`config.mk`:
```
export PLATFORM = sky130hd
export DESIGN_NAME = step_dir_decoder
export DESIGN_NICKNAME = d
export VERILOG_FILES = /design/src/rtl/step_dir_pkg.sv /design/src/rtl/step_axis_rx.sv /design/src/rtl/step_dir_decoder.sv
export SDC_FILE = /design/constraint.sdc
export NUM_CORES = 1
export LEC_CHECK = 0
export BUFFER_PORTS_ARGS = -buffer_cell sky130_fd_sc_hd__buf_4
export CAP_MARGIN = 10
export CORE_AREA = 2 2 112 114
export CTS_CLUSTER_SIZE = 10
export DETAILED_ROUTE_END_ITERATION = 10
export DIE_AREA = 0 0 114 116
export PLACE_DENSITY = 0.86
export SLEW_MARGIN = 20
export SYNTH_ARGS = -nofsm -noshare
export SYNTH_HDL_FRONTEND = slang
export SYNTH_SLANG_ARGS = --single-unit
```
`constraint.sdc`:
```
create_clock -name clk -period 3.7 [get_ports clk]
set_input_delay 0.37 -clock clk [delete_from_list [all_inputs] [get_ports clk]]
set_output_delay 0.37 -clock clk [all_outputs]
set_load 0.01 [all_outputs]
```
`src/rtl/step_dir_pkg.sv`:
```
// step_dir_pkg: shared constants and snapshot state encoding for the step/dir receiver.
package step_dir_pkg;
    localparam logic DIR_INC  = 1'b1;
    localparam logic DIR_DEC  = 1'b0;
    localparam logic PUL_IDLE = 1'b1;
    localparam int POS_W_DEF      = 16;
    localparam int DIR_SETUP_DEF  = 4;
    localparam int MIN_PERIOD_DEF = 8;
    localparam int TMR_W_DEF      = 8;
    typedef enum logic [1:0] {SNAP_IDLE, SNAP_ARMED, SNAP_LATCHED} snap_state_e;
endpackage

```
`src/rtl/step_axis_rx.sv`:
```
// step_axis_rx: one axis of the step/dir receiver: sync, edge detect, position, timing checks.
module step_axis_rx import step_dir_pkg::*; #(
    parameter int POS_W      = POS_W_DEF,
    parameter int DIR_SETUP  = DIR_SETUP_DEF,
    parameter int MIN_PERIOD = MIN_PERIOD_DEF,
    parameter int TMR_W      = TMR_W_DEF
) (
    input  logic             clk,
    input  logic             rst,
    input  logic             clr_i,
    input  logic             pul_i,
    input  logic             dir_i,
    output logic [POS_W-1:0] pos_o,
    output logic [POS_W-1:0] pos_d_o,
    output logic             step_o,
    output logic             err_setup_o,
    output logic             err_rate_o,
    output logic             err_ovf_o
);
    localparam logic [TMR_W-1:0] DS    = TMR_W'(DIR_SETUP);
    localparam logic [TMR_W-1:0] MP    = TMR_W'(MIN_PERIOD);
    localparam logic [POS_W-1:0] P_MAX = {1'b0, {(POS_W-1){1'b1}}};
    localparam logic [POS_W-1:0] P_MIN = {1'b1, {(POS_W-1){1'b0}}};
    logic [2:0] pul_q, dir_q;
    logic [POS_W-1:0] pos_q, pos_d;
    logic [TMR_W-1:0] dtmr_q, dtmr_d, ptmr_q, ptmr_d;
    logic step_q, step_d, es_q, es_d, er_q, er_d, eo_q, eo_d;
    logic step_ev, dir_chg, inc, ovf_ev;
    // [1] is the synchronised level, [2] its previous value for edge detection
    assign step_ev = pul_q[2] & ~pul_q[1];
    assign dir_chg = dir_q[2] ^ dir_q[1];
    assign inc     = dir_q[1] == DIR_INC;
    assign ovf_ev  = step_ev & (inc ? pos_q == P_MAX : pos_q == P_MIN);
    always_comb begin
        pos_d  = clr_i ? '0 : step_ev ? (inc ? pos_q + POS_W'(1) : pos_q - POS_W'(1)) : pos_q;
        dtmr_d = clr_i ? DS : dir_chg ? '0 : dtmr_q < DS ? dtmr_q + TMR_W'(1) : dtmr_q;
        ptmr_d = clr_i ? MP : step_ev ? '0 : ptmr_q < MP ? ptmr_q + TMR_W'(1) : ptmr_q;
        step_d = ~clr_i & step_ev;
        es_d   = ~clr_i & (es_q | (step_ev & (dir_chg | dtmr_q < DS)));
        er_d   = ~clr_i & (er_q | (step_ev & ptmr_q < MP));
        eo_d   = ~clr_i & (eo_q | ovf_ev);
    end
    always_ff @(posedge clk or posedge rst) begin
        if (rst) begin
            pul_q  <= {3{PUL_IDLE}};
            dir_q  <= '0;
            pos_q  <= '0;
            dtmr_q <= DS;
            ptmr_q <= MP;
            step_q <= 1'b0;
            es_q   <= 1'b0;
            er_q   <= 1'b0;
            eo_q   <= 1'b0;
        end else begin
            pul_q  <= {pul_q[1:0], pul_i};
            dir_q  <= {dir_q[1:0], dir_i};
            pos_q  <= pos_d;
            dtmr_q <= dtmr_d;
            ptmr_q <= ptmr_d;
            step_q <= step_d;
            es_q   <= es_d;
            er_q   <= er_d;
            eo_q   <= eo_d;
        end
    end
    assign pos_o       = pos_q;
    assign pos_d_o     = pos_d;
    assign step_o      = step_q;
    assign err_setup_o = es_q;
    assign err_rate_o  = er_q;
    assign err_ovf_o   = eo_q;
endmodule

```
`src/rtl/step_dir_decoder.sv`:
```
// step_dir_decoder: two-axis step/dir receiver with position counters, timing checks and stop snapshot.
module step_dir_decoder import step_dir_pkg::*; #(
    parameter int POS_W      = POS_W_DEF,
    parameter int DIR_SETUP  = DIR_SETUP_DEF,
    parameter int MIN_PERIOD = MIN_PERIOD_DEF,
    parameter int TMR_W      = TMR_W_DEF
) (
    input  logic             clk,
    input  logic             rst,
    input  logic             pul1,
    input  logic             pul2,
    input  logic             dir1,
    input  logic             dir2,
    input  logic             stop,
    input  logic             clr,
    output logic [POS_W-1:0] pos1,
    output logic [POS_W-1:0] pos2,
    output logic [1:0]       step_seen,
    output logic [POS_W-1:0] snap1,
    output logic [POS_W-1:0] snap2,
    output logic             done,
    output logic [1:0]       err_setup,
    output logic [1:0]       err_rate,
    output logic [1:0]       err_ovf
);
    logic [1:0] pul_w, dir_w;
    logic [POS_W-1:0] pos_w [2];
    logic [POS_W-1:0] pos_nx [2];
    logic [2:0] stop_q;
    logic stop_rise, stop_fall;
    logic [POS_W-1:0] snap1_q, snap2_q;
    snap_state_e state_q, state_d;
    assign pul_w = {pul2, pul1};
    assign dir_w = {dir2, dir1};
    for (genvar g = 0; g < 2; g++) begin : g_axis
        step_axis_rx #(
            .POS_W(POS_W), .DIR_SETUP(DIR_SETUP), .MIN_PERIOD(MIN_PERIOD), .TMR_W(TMR_W)
        ) u_axis (
            .clk(clk), .rst(rst), .clr_i(clr), .pul_i(pul_w[g]), .dir_i(dir_w[g]),
            .pos_o(pos_w[g]), .pos_d_o(pos_nx[g]), .step_o(step_seen[g]),
            .err_setup_o(err_setup[g]), .err_rate_o(err_rate[g]), .err_ovf_o(err_ovf[g])
        );
    end
    assign stop_rise = stop_q[1] & ~stop_q[2];
    assign stop_fall = ~stop_q[1] & stop_q[2];
    always_comb begin
        state_d = clr ? SNAP_IDLE
                : state_q == SNAP_IDLE  ? (stop_q[1] ? SNAP_IDLE : SNAP_ARMED)
                : state_q == SNAP_ARMED ? (stop_rise ? SNAP_LATCHED : SNAP_ARMED)
                : stop_fall ? SNAP_ARMED : SNAP_LATCHED;
    end
    // Snapshot takes next-state positions so a step counted in the latch cycle is included
    always_ff @(posedge clk or posedge rst) begin
        if (rst) begin
            stop_q  <= '0;
            state_q <= SNAP_IDLE;
            snap1_q <= '0;
            snap2_q <= '0;
        end else begin
            stop_q  <= {stop_q[1:0], stop};
            state_q <= state_d;
            if (clr) begin
                snap1_q <= '0;
                snap2_q <= '0;
            end else if (state_q == SNAP_ARMED && stop_rise) begin
                snap1_q <= pos_nx[0];
                snap2_q <= pos_nx[1];
            end
        end
    end
    assign pos1  = pos_w[0];
    assign pos2  = pos_w[1];
    assign snap1 = snap1_q;
    assign snap2 = snap2_q;
    assign done  = state_q == SNAP_LATCHED;
endmodule

```
**After elaboration in Yosys (flattened, before gate mapping)**

Index checks and enable logic that the tools add are counted.

- Bits in registers: 121
- Bits of input ports: 8
- Word-level logic and storage cells: 110

- Add/subtract/negate cells: 8
- Order comparisons: 4
- Eq/ne operators: 6
- Multiplexer cells: 30
- Bitwise gates (word level): 33
- Reductions and logical operators: 7

Operator list:

| kind | number |
|---|---|
| $mux 16 | 10 |
| $mux 8 | 12 |
| $add 16x1->16 const B | 2 |
| $add 8x1->8 const B | 4 |
| $eq 16x15->1 const B | 2 |
| $eq 16x16->1 const B | 2 |
| $sub 16x1->16 const B | 2 |
| $and 1x1->1 | 18 |
| $lt 8x3->1 const B | 2 |
| $lt 8x4->1 const B | 2 |
| $reduce_bool 3->1 | 4 |
| $mux 2 | 5 |
| $or 1x1->1 | 8 |
| $not 1->1 | 5 |
| $mux 1 | 3 |
| $eq 2x1->1 const B | 1 |
| $eq 2x2->1 const B | 1 |
| $logic_not 2->1 | 1 |
| $reduce_bool 2->1 | 1 |
| $xor 1x1->1 | 2 |
| $logic_and 1x1->1 | 1 |

**Depth between registers and ports, before layout**

Gate-level depths: netlist of the first run.

- Word-level depth: 6
- Gate-level depth with buffers: 9

**Hierarchy**

From an unflattened synthesis of the first run, not the netlist that was laid out.

- Cell total of the unflattened synthesis: 653
- Area total of the unflattened synthesis: 6537.5 um2

Modules (own cells, without submodules):

| module | instances | cells an instance | area each (um2) | seq. area each (um2) |
|---|---|---|---|---|
| step_axis_rx | 2 | 249 | 2358.5 | 1057.3 |
| step_dir_decoder | 1 | 155 | 1820.5 | 925.9 |

**Least setup slack after synthesis of the first run**

Ideal clock, no wire load.

- Path type: reg-to-reg
- Start point: reg g_axis[0].u_axis.dir_q[1]
- End point: reg snap1_q[11] (netlist: snap1[11])
- Library setup time: 0.125 ns
- Arrival: 2.404 ns
- Required time: 3.575 ns
- Path slack: 1.171 ns
- Cell stages (with the launch flop): 9
- Clock period less this slack: 2.529 ns
- Cell sequence: dfrtp_1 -> inv_1 -> ha_1 -> o211ai_1 -> o211ai_2 -> nor4bb_1 -> or3_1 -> a32o_1 -> mux2_4

- Longest elaborated chain between the ends: 5

Ends and longest elaborated chain:

| element | RTL line | RTL |
|---|---|---|
| start: declaration | step_axis_rx.sv:24 | `logic [2:0] pul_q, dir_q;` |
| start signal: assignment | step_axis_rx.sv:56 | `dir_q <= {dir_q[1:0], dir_i};` |
| $mux 16 (3 in series) | step_axis_rx.sv:35 | `pos_d = clr_i ? '0 : step_ev ? (inc ? pos_q + POS_W'(1) : pos_q - POS_W'(1)) : pos_q;` |
| named net g_axis[0].u_axis.pos_d_o[11] | step_axis_rx.sv:14 | `output logic [POS_W-1:0] pos_d_o,` |
| $mux 16 | step_dir_decoder.sv:65 | `end else if (state_q == SNAP_ARMED && stop_rise) begin` |
| $mux 16 | step_dir_decoder.sv:62 | `if (clr) begin` |
| end signal: assignment | step_dir_decoder.sv:66 | `snap1_q <= pos_nx[0];` |
| end: declaration | step_dir_decoder.sv:31 | `logic [POS_W-1:0] snap1_q, snap2_q;` |

The timed path passes the listed nets, and every way through them passes these cells. The select of a mux whose other input is x is not followed.
A chain may end at the register's enable or synchronous reset.

**Worst setup path in the final report of the first run**

- Start point: reg g_axis[1].u_axis.dir_q[1]
- End point: reg snap2_q[9] (netlist: snap2[9])

- Longest elaborated chain between the ends: 5

Ends and longest elaborated chain:

| element | RTL line | RTL |
|---|---|---|
| start: declaration | step_axis_rx.sv:24 |  |
| start signal: assignment | step_axis_rx.sv:56 |  |
| $mux 16 (3 in series) | step_axis_rx.sv:35 |  |
| $mux 16 | step_dir_decoder.sv:65 |  |
| $mux 16 | step_dir_decoder.sv:62 |  |
| end signal: assignment | step_dir_decoder.sv:67 | `snap2_q <= pos_nx[1];` |
| end: declaration | step_dir_decoder.sv:31 |  |

No other way between the ends. The select of a mux whose other input is x is not followed.

==> flow_summary.toml, run 1 <==
[status]
status = "finished clean"

[floorplan]
num_io_pins = 81
die-area_sq_um = 13200
rows = 40
die_y_um = 116
coreArea_sq_um = 11900
initial_core_util = 0.528
die_w_um = 114

[setup_path]
arrival_ns = 3.29
cp-end-kind = "flip-flop"
start_kind = "flip-flop"
crit_chain = "inv_1 -> ha_1 -> a21o_1 -> a21o_1 -> a2111oi_0 -> nor3_1 -> nor3_1 -> a21oi_1"
critical_path_buf_inv_count = 1
critical_path_class = "flip-flop to flip-flop"
crit_required_ns = 4.00
slowest_stage = "a2111oi_0"
slowest_delay_ns = 0.62
cp_top_family = "compound AO/OA/AOI/OAI gates"
crit_fanout = 17

[synthesis]
yosysWarnings = 0
synth_nets = 683
synth_top_area_share = 0.441
synth_edf_count = 0
synth_top_cell_by_area = "dfrtp_1"
ys_seq_area_frac = 0.483
yosysUniqueCellTypes = 62
synth.avg_cell_area_sq_um = 9.82
synthArstFlopShare = 1.00
synth_flop_cell = "dfrtp_1"
ys_top_cells_by_area = "dfrtp_1, ha_1, nand2_1"
synth_seq_cells = 121
syn_inst = 641
synthesis.area_sq_um = 6290

[sta]
max_freq_mhz = 334
hold_viol = 0
slew_headroom = 0.325
fin_setup_tns_ns = 0
period_needed_ns = 2.99
final-setup-viol-count = 0
skew_ns = 0.00545
timing.final.max_slew_violations = 0
grt_setup_unrepaired = "false"
hold_ws_ns = 0.0475
worst_slew_pin_slew_ns = 1.01
period_share = 0.808

[run]
cap_violations = 0

[cts]
numCtsBuffers = 17
clkSinkCount = 121
path_clk_slew_ns = 0.05
tritoncts = "built"
htree_levels = 4
cts.path.max_buffers = 2
hold_buffers = 0
clk_latency_ns = 0.43
postCtsSetupRepairBufs = 0
root_buffer = "clkbuf_16"
post_cts_resized = 0

[route]
first_pass_iters = 5
ant_nets = 0
wire_per_inst_um = 18.1
routed_wl_um = 15700
via_per_inst = 6.01
drc_errors = 0
routed-via-count = 5231
first_iter_violations = 392

[layout]
layout_commonest_cell = "dfrtp_1"
area_delta_synth_final_pct = 19.5
antenna_cells = 0
final_cell_mix = "dfrtp_1, buf_4, nand2_1"
post-route-cell-area_sq_um = 7520
final_nets = 752
final_core_util = 0.632
drive_gt1_frac = 0.195

[global_route]
first_global_vias = 5075
grt_overflow = 0
antenna_found_initial = 0
grt_pass1_wl_um = 25600
grt_start_max_net_pins = 71
track_usage = 0.251

[placed_design]
post_dp_cell_area_sq_um = 6960
hpwl_um = 10500
numPortBuffers = 80
globalplace.congestion = 0.955

[power]
irDropWorstVdd_mv = 0.320
total_power_mw = 3.67
power.density_nw_per_um2 = 489
power_leakage_nw = 3.73

[hold_path]
hold_path_class = "primary input to flip-flop"
[flip-flops by register name, summed over array words and instances (netlist names)]
signal,cells
g_axis.u_axis.dir_q,6
g_axis.u_axis.dtmr_q,16
g_axis.u_axis.err_ovf_o,2
g_axis.u_axis.err_rate_o,2
g_axis.u_axis.err_setup_o,2
g_axis.u_axis.pos_o,32
g_axis.u_axis.ptmr_q,16
g_axis.u_axis.pul_q,6
g_axis.u_axis.step_o,2
snap1,16
snap2,16
state_q,2
stop_q,3
[metrics by stage]
step	cells	setup slack, ns
5_1_grt	870	0.504
4_1_cts	870	0.741
3_5_place_dp	838	0.750
3_3_place_gp	838	0.876
6_report	870	0.710
2_1_floorplan	641	0.132
[synth_stat cells, drive strengths merged (3+ instances only)]
library cell  number
a221oi             3
dfstp             10
inv               13
mux2i             13
nor3              23
nand3             12
nor2              51
a21oi             52
a211oi            15
a22o               3
and2              14
xnor2             16
o21bai             5
ha                32
xor2              10
or3                3
and3              13
and4               3
nor2b              3
mux2               4
a41oi              4
nor4               6
nand2b             5
a31oi              7
clkbuf            21
nand4              6
o21ai             37
o211ai             6
dfrtp            111
a2111oi            3
buf               15
nand2             76
a21o              21
[cell type report]
cell class | count | area [sq um]
clock buffer | 23 | 468
sequential | 121 | 3040
clock inverter | 9 | 97.6
tap | 147 | 184
fill | 966 | 4390
inverter | 13 | 51.3
timing repair buffer | 86 | 646
multi-input combinational | 471 | 3040
[cells by family after synthesis]
family / count (synthesis) / share of synthesized area
compound gates: 173 / 0.181
xor+xnor: 26 / 0.0362
fa+ha+maj: 34 / 0.0700
buf+inv: 49 / 0.0356
flops: 121 / 0.483
mux: 17 / 0.0284
simple gates: 221 / 0.166
[final timing paths]
path / from / to / slack [ns] / cells after the start
setup / recovery: g_axis[1].u_axis.dir_q[1] / snap2[9] / 0.71 / 8
hold / removal: pul1 / g_axis[0].u_axis.pul_q[0] / 0.05 / 1
setup reg to reg: g_axis[1].u_axis.dir_q[1] / snap2[9] / 0.71 / 8
hold reg to reg: stop_q[0] / stop_q[1] / 0.35 / 0
max in group asynchronous: rst / g_axis[1].u_axis.dtmr_q[2] / 2.65 / 3
min in group asynchronous: rst / stop_q[0] / 0.11 / 2
[where the power goes]
group | total, mW | leakage (nW) | internal, mW | switching (mW)
Clock | 1.59 | 0.280 | 1.02 | 0.571
Sequential | 1.46 | 1.61 | 1.40 | 0.0640
Combinational | 0.626 | 1.84 | 0.250 | 0.376
Total | 3.67 | 3.73 | 2.66 | 1.01
[routing by layer]
metal,global-route usage,share of wire,up-vias
li1,-,-,2447
met1,0.347,0.45,2560
met2,0.388,0.47,198
met3,0.0554,0.061,26
met4,0.105,0.019,0
met5,0,0,-
(Power assumes the default switching activity.)
==> inputs of run 2 (changes only) <==
--- a/config.mk
+++ b/config.mk
@@ -7,11 +7,11 @@
 export LEC_CHECK = 0
 export BUFFER_PORTS_ARGS = -buffer_cell sky130_fd_sc_hd__buf_4
 export CAP_MARGIN = 10
-export CORE_AREA = 2 2 112 114
+export CORE_AREA = 2 2 108 110
 export CTS_CLUSTER_SIZE = 10
 export DETAILED_ROUTE_END_ITERATION = 10
-export DIE_AREA = 0 0 114 116
-export PLACE_DENSITY = 0.86
+export DIE_AREA = 0 0 110 112
+export PLACE_DENSITY = 0.88
 export SLEW_MARGIN = 20
 export SYNTH_ARGS = -nofsm -noshare
 export SYNTH_HDL_FRONTEND = slang
==> constraint.sdc (replaced) <==
create_clock -name clk -period 2.8 [get_ports clk]
set_input_delay 0.28 -clock clk [delete_from_list [all_inputs] [get_ports clk]]
set_output_delay 0.28 -clock clk [all_outputs]
set_load 0.01 [all_outputs]
==> run 2 against run 1 <==
Against the previous run: core utilization up 5.9 points; worst setup slack worse by 0.50 ns; first-iteration DRC count decreased by 28%; global-route usage increased by 1.8 points; critical path type unchanged; largest cell class is now multi-input gates.
==> flow_summary.toml, run 2 (synthesis results as in run 1) <==
[placed_design]
place_inst = 852
hpwl_um = 10800
numPortBuffers = 80
globalplace.congestion = 0.976
post_dp_cell_area_sq_um = 7090

[layout]
final_cell_mix = "dfrtp_1, buf_4, nand2_1"
layout_commonest_cell = "dfrtp_1"
stdcell_count = 889
post-route-cell-area_sq_um = 7710
final_core_util = 0.690
largest_reg_flops = 32
area_delta_synth_final_pct = 22.5
drive_gt1_frac = 0.217
final_nets = 775
antenna_cells = 0

[cts]
clkSinkCount = 121
path_clk_slew_ns = 0.05
htree_levels = 4
root_buffer = "clkbuf_16"
postCtsSetupRepairBufs = 0
numCtsBuffers = 17
tritoncts = "built"
clk_latency_ns = 0.42
cts.path.max_buffers = 2

[power]
comb_power_share = 0.177
power_frac_clock = 0.426
p_int_mw = 3.53
switching_power_mw = 1.34
pwr-share-seq = 0.397
power_leakage_nw = 3.82
power.density_nw_per_um2 = 631
irDropWorstVdd_mv = 0.413
p_sw_frac = 0.275
total_power_mw = 4.86

[floorplan]
rows = 39
die_y_um = 112
die-area_sq_um = 12300
num_io_pins = 81
initial_core_util = 0.563
coreArea_sq_um = 11200
die_w_um = 110

[setup_path]
r2r_cells = 9
crit_required_ns = 3.14
critical_path_class = "flip-flop to flip-flop"
arrival_ns = 2.93
slowest_delay_ns = 0.46
crit_fanout = 10
rr_endpoint = "snap1[15]"
ff2ff_setup_slack_ns = 0.21
crit_chain = "inv_2 -> buf_4 -> ha_1 -> and4_1 -> nor3b_1 -> nand3_1 -> a211o_1 -> a21o_1 -> a31oi_1"
slowest_stage = "ha_1"
start_kind = "flip-flop"
cp-end-kind = "flip-flop"
reg2reg_from = "g_axis[0].u_axis.dir_q[1]"

[route]
drc_errors = 0
ant_nets = 0
wire_per_inst_um = 17.4
first_iter_violations = 282
via_per_inst = 5.94
routed_wl_um = 15500
routed-via-count = 5282
first_pass_iters = 4

[hold_path]
hold_path_class = "primary input to async pin"

[sta]
timing.final.max_slew_violations = 0
grt_setup_unrepaired = "false"
hold_viol = 0
fin_setup_tns_ns = 0
final-setup-viol-count = 0
slew_headroom = 0.386
period_needed_ns = 2.59
worst_slew_pin_slew_ns = 0.918
skew_ns = 0.00747
max_freq_mhz = 386
period_share = 0.926

[run]
cap_violations = 0

[global_route]
track_usage = 0.269
antenna_found_initial = 0
first_global_vias = 5313
grt_pass1_wl_um = 25700
grt_start_max_net_pins = 74
grt_overflow = 0

[status]
status = "finished clean"
## run 2: how the worst max path moves through the flow
stage                end                      start  slack, ns
6_report       snap1[15]  g_axis[0].u_axis.dir_q[1]       0.21
5_1_grt         snap2[9]  g_axis[1].u_axis.dir_q[1]       0.03
4_1_cts        snap2[14]  g_axis[1].u_axis.dir_q[1]       0.14
3_5_place_dp   snap2[14]  g_axis[1].u_axis.dir_q[1]       0.18
3_3_place_gp   snap2[14]  g_axis[1].u_axis.dir_q[1]       0.16
2_1_floorplan  snap1[11]  g_axis[0].u_axis.dir_q[1]       0.27
## run 2: power by group through the flow
stage	registers [mW]	logic, mW	clock network [mW]
2_1_floorplan	1.97	0.541	0
5_1_grt	1.94	0.952	2.18
3_5_place_dp	1.96	0.841	0
6_report	1.93	0.863	2.07
4_1_cts	1.93	0.856	2.09
3_3_place_gp	1.96	0.819	0
## run 2: layout make-up
class	count	area (sq um)
Fill cell	825	3460
Timing Repair Buffer	109	831
Clock inverter	9	100
Clock buffer	23	458
Sequential cell	121	3040
Tap cell	143	179
Inverter	13	52.6
Multi-Input combinational cell	471	3050
## run 2: metrics by stage
step,hold slack [ns],worst slack (ns)
2_1_floorplan,0.284,0.271
3_3_place_gp,0.345,0.160
3_5_place_dp,0.340,0.177
4_1_cts,0.0794,0.139
5_1_grt,0.136,0.0316
6_report,0.0573,0.206
## run 2: layer usage
metal,share of wire,routed length [um],track usage,up-vias
met5,0,0,0,-
met4,0.025,393,0.126,0
met3,0.064,996,0.0580,35
met2,0.47,7330,0.405,189
met1,0.44,6760,0.370,2570
li1,-,-,-,2488
## run 2: timing repair
item,4_1_cts,5_1_grt
endpoints found under the hold margin,5,0
hold buffers,5,0
setup endpoints to repair,0,12
resized for setup,0,5
## run 2: worst max-delay path: cells and delay by family, from the launching register on
family | cells | cell delay [ns]
DFF | 1 | 0.42
AOI/OAI and AO/OA | 3 | 0.65
and+or+nand+nor | 3 | 0.65
buffers and inverters | 2 | 0.33
adders and majority gates | 1 | 0.46
==> inputs of run 3 (changes only) <==
--- a/config.mk
+++ b/config.mk
@@ -12,6 +12,7 @@
 export DETAILED_ROUTE_END_ITERATION = 10
 export DIE_AREA = 0 0 110 112
 export PLACE_DENSITY = 0.88
+export RECOVER_POWER = 50
 export SLEW_MARGIN = 20
 export SYNTH_ARGS = -nofsm -noshare
 export SYNTH_HDL_FRONTEND = slang
==> run 3 against run 2 <==
Against the previous run: the run now ends with capacitance limit, slew limit left; sequential share of layout area is 0.41 points higher; wire length is 0.21% higher; cell area is 1.0% lower; register-to-register slack worse by 0.02 ns; clock-buffer cell count stayed put; critical endpoint is now snap2[9]; largest cell class unchanged.
==> flow_summary.toml, run 3 (synthesis results as in run 1) <==
[sta]
max_freq_mhz = 383
timing.final.max_slew_violations = 74
worst_slew_pin_slew_ns = 1.74
grt_setup_unrepaired = "false"
period_share = 0.933
slew_headroom = -0.161
final-setup-viol-count = 0
hold_viol = 0
hold_ws_ns = 0.227
setup_ws_ns = 0.187
skew_ns = 0.00821
period_needed_ns = 2.61
fin_setup_tns_ns = 0

[cts]
numCtsBuffers = 17
clk_latency_ns = 0.42
cts.path.max_buffers = 2
root_buffer = "clkbuf_16"
path_clk_slew_ns = 0.05
htree_levels = 4
clkSinkCount = 121
tritoncts = "built"
postCtsSetupRepairBufs = 0

[global_route]
track_usage = 0.269
antenna_found_initial = 0
grt_overflow = 0
grt_start_max_net_pins = 74
first_global_vias = 5313
grt_pass1_wl_um = 25700

[status]
violations = "capacitance limit, slew limit"
status = "complete, but fails checks"

[floorplan]
die_w_um = 110
die_y_um = 112
die-area_sq_um = 12300
initial_core_util = 0.563
num_io_pins = 81
rows = 39
coreArea_sq_um = 11200

[layout]
antenna_cells = 0
area_delta_synth_final_pct = 21.2
post-route-cell-area_sq_um = 7630
regArea_sq_um = 3040
drive_gt1_frac = 0.189
layout_commonest_cell = "dfrtp_1"
multi_input_area_sq_um = 3050
final_cell_mix = "dfrtp_1, buf_4, nand2_1"
final_nets = 775
largest_reg_flops = 32
nFillCells = 849
final_core_util = 0.683
stdcell_count = 889

[hold_path]
hold_path_class = "primary input to flip-flop"
hp-start = "clr"
holdPathStages = 2
min_delay_worst_endpoint = "g_axis[0].u_axis.pos_o[14]"

[placed_design]
globalplace.congestion = 0.976
place_ws_ns = 0.177
place_inst = 852
post_dp_cell_area_sq_um = 7090
numPortBuffers = 80
hpwl_um = 10800

[power]
total_power_mw = 4.85
power.density_nw_per_um2 = 635
irDropWorstVdd_mv = 0.411
power_leakage_nw = 3.74

[setup_path]
crit_chain = "inv_1 -> ha_1 -> a21o_1 -> a21o_1 -> a2111oi_1 -> buf_4 -> nor3_1 -> nor3_1 -> a21oi_1"
arrival_ns = 2.90
start_kind = "flip-flop"
critical_path_buf_inv_count = 2
cp-end-kind = "flip-flop"
slowest_stage = "a2111oi_1"
slowest_delay_ns = 0.46
crit_required_ns = 3.08
rr_endpoint = "snap2[9]"
critical_path_class = "flip-flop to flip-flop"
reg2reg_from = "g_axis[1].u_axis.dir_q[1]"
ff2ff_setup_slack_ns = 0.19
r2r_cells = 9
cp_top_family = "compound AO/OA/AOI/OAI gates"
crit_fanout = 9

[route]
first_pass_iters = 5
first_iter_violations = 300
via_per_inst = 6.01
drc_errors = 0
routed-via-count = 5346
routed_wl_um = 15500
wire_per_inst_um = 17.5
ant_nets = 0

[run]
cap_violations = 1
==> run 3: cell types whose count changed in the layout (fill, tap and decap cells not counted) <==
cell | before | now
buf_4 | 104 | 78
clkbuf_1 | 5 | 23
clkbuf_2 | 0 | 2
clkbuf_4 | 0 | 6
clkinvlp_2 | 0 | 1
clkinvlp_4 | 3 | 2
dfstp_1 | 0 | 2
dfstp_2 | 10 | 8
nor3b_1 | 1 | 2
nor3b_2 | 1 | 0
==> run 3: worst max-delay path by stage <==
| stage | startpoint | to | slack, ns | cells past startpoint |
|---|---|---|---|---|
| CTS | g_axis[1].u_axis.dir_q[1] | snap2[14] | 0.14 | 9 |
| detailed placement | g_axis[1].u_axis.dir_q[1] | snap2[14] | 0.18 | 9 |
| global placement | g_axis[1].u_axis.dir_q[1] | snap2[14] | 0.16 | 9 |
| finish | g_axis[1].u_axis.dir_q[1] | snap2[9] | 0.19 | 9 |
| floorplan | g_axis[0].u_axis.dir_q[1] | snap1[11] | 0.27 | 8 |
| global route | g_axis[1].u_axis.dir_q[1] | snap2[9] | 0.03 | 9 |
==> run 3: layout make-up <==
type	instances	share of cell area
Multi-Input combinational cell	471	0.399
Sequential cell	121	0.398
Timing Repair Buffer	109	0.0993
Clock buffer	23	0.0600
Tap cell	143	0.0234
Clock inverter	9	0.0131
Inverter	13	0.00656
==> run 3: timing repair <==
action                                  CTS  global route
gates resized for setup                   0             5
endpoints found under the hold margin     5             0
endpoints found under the setup margin    0            12
hold buffers                              5             0
==> run 3: routing by layer <==
| layer | vias up | routed length (um) | track usage |
|---|---|---|---|
| met5 | - | 0 | 0 |
| met2 | 200 | 7380 | 0.405 |
| met4 | 0 | 382 | 0.126 |
| met1 | 2616 | 6720 | 0.370 |
| met3 | 36 | 1040 | 0.0580 |
| li1 | 2494 | - | - |
==> run 3: power by group <==
group          switching, mW  leakage [nW]  internal (mW)
logic                  0.504          1.87          0.346
registers             0.0836          1.60           1.85
clock network          0.744         0.271           1.32
total                   1.33          3.74           3.51
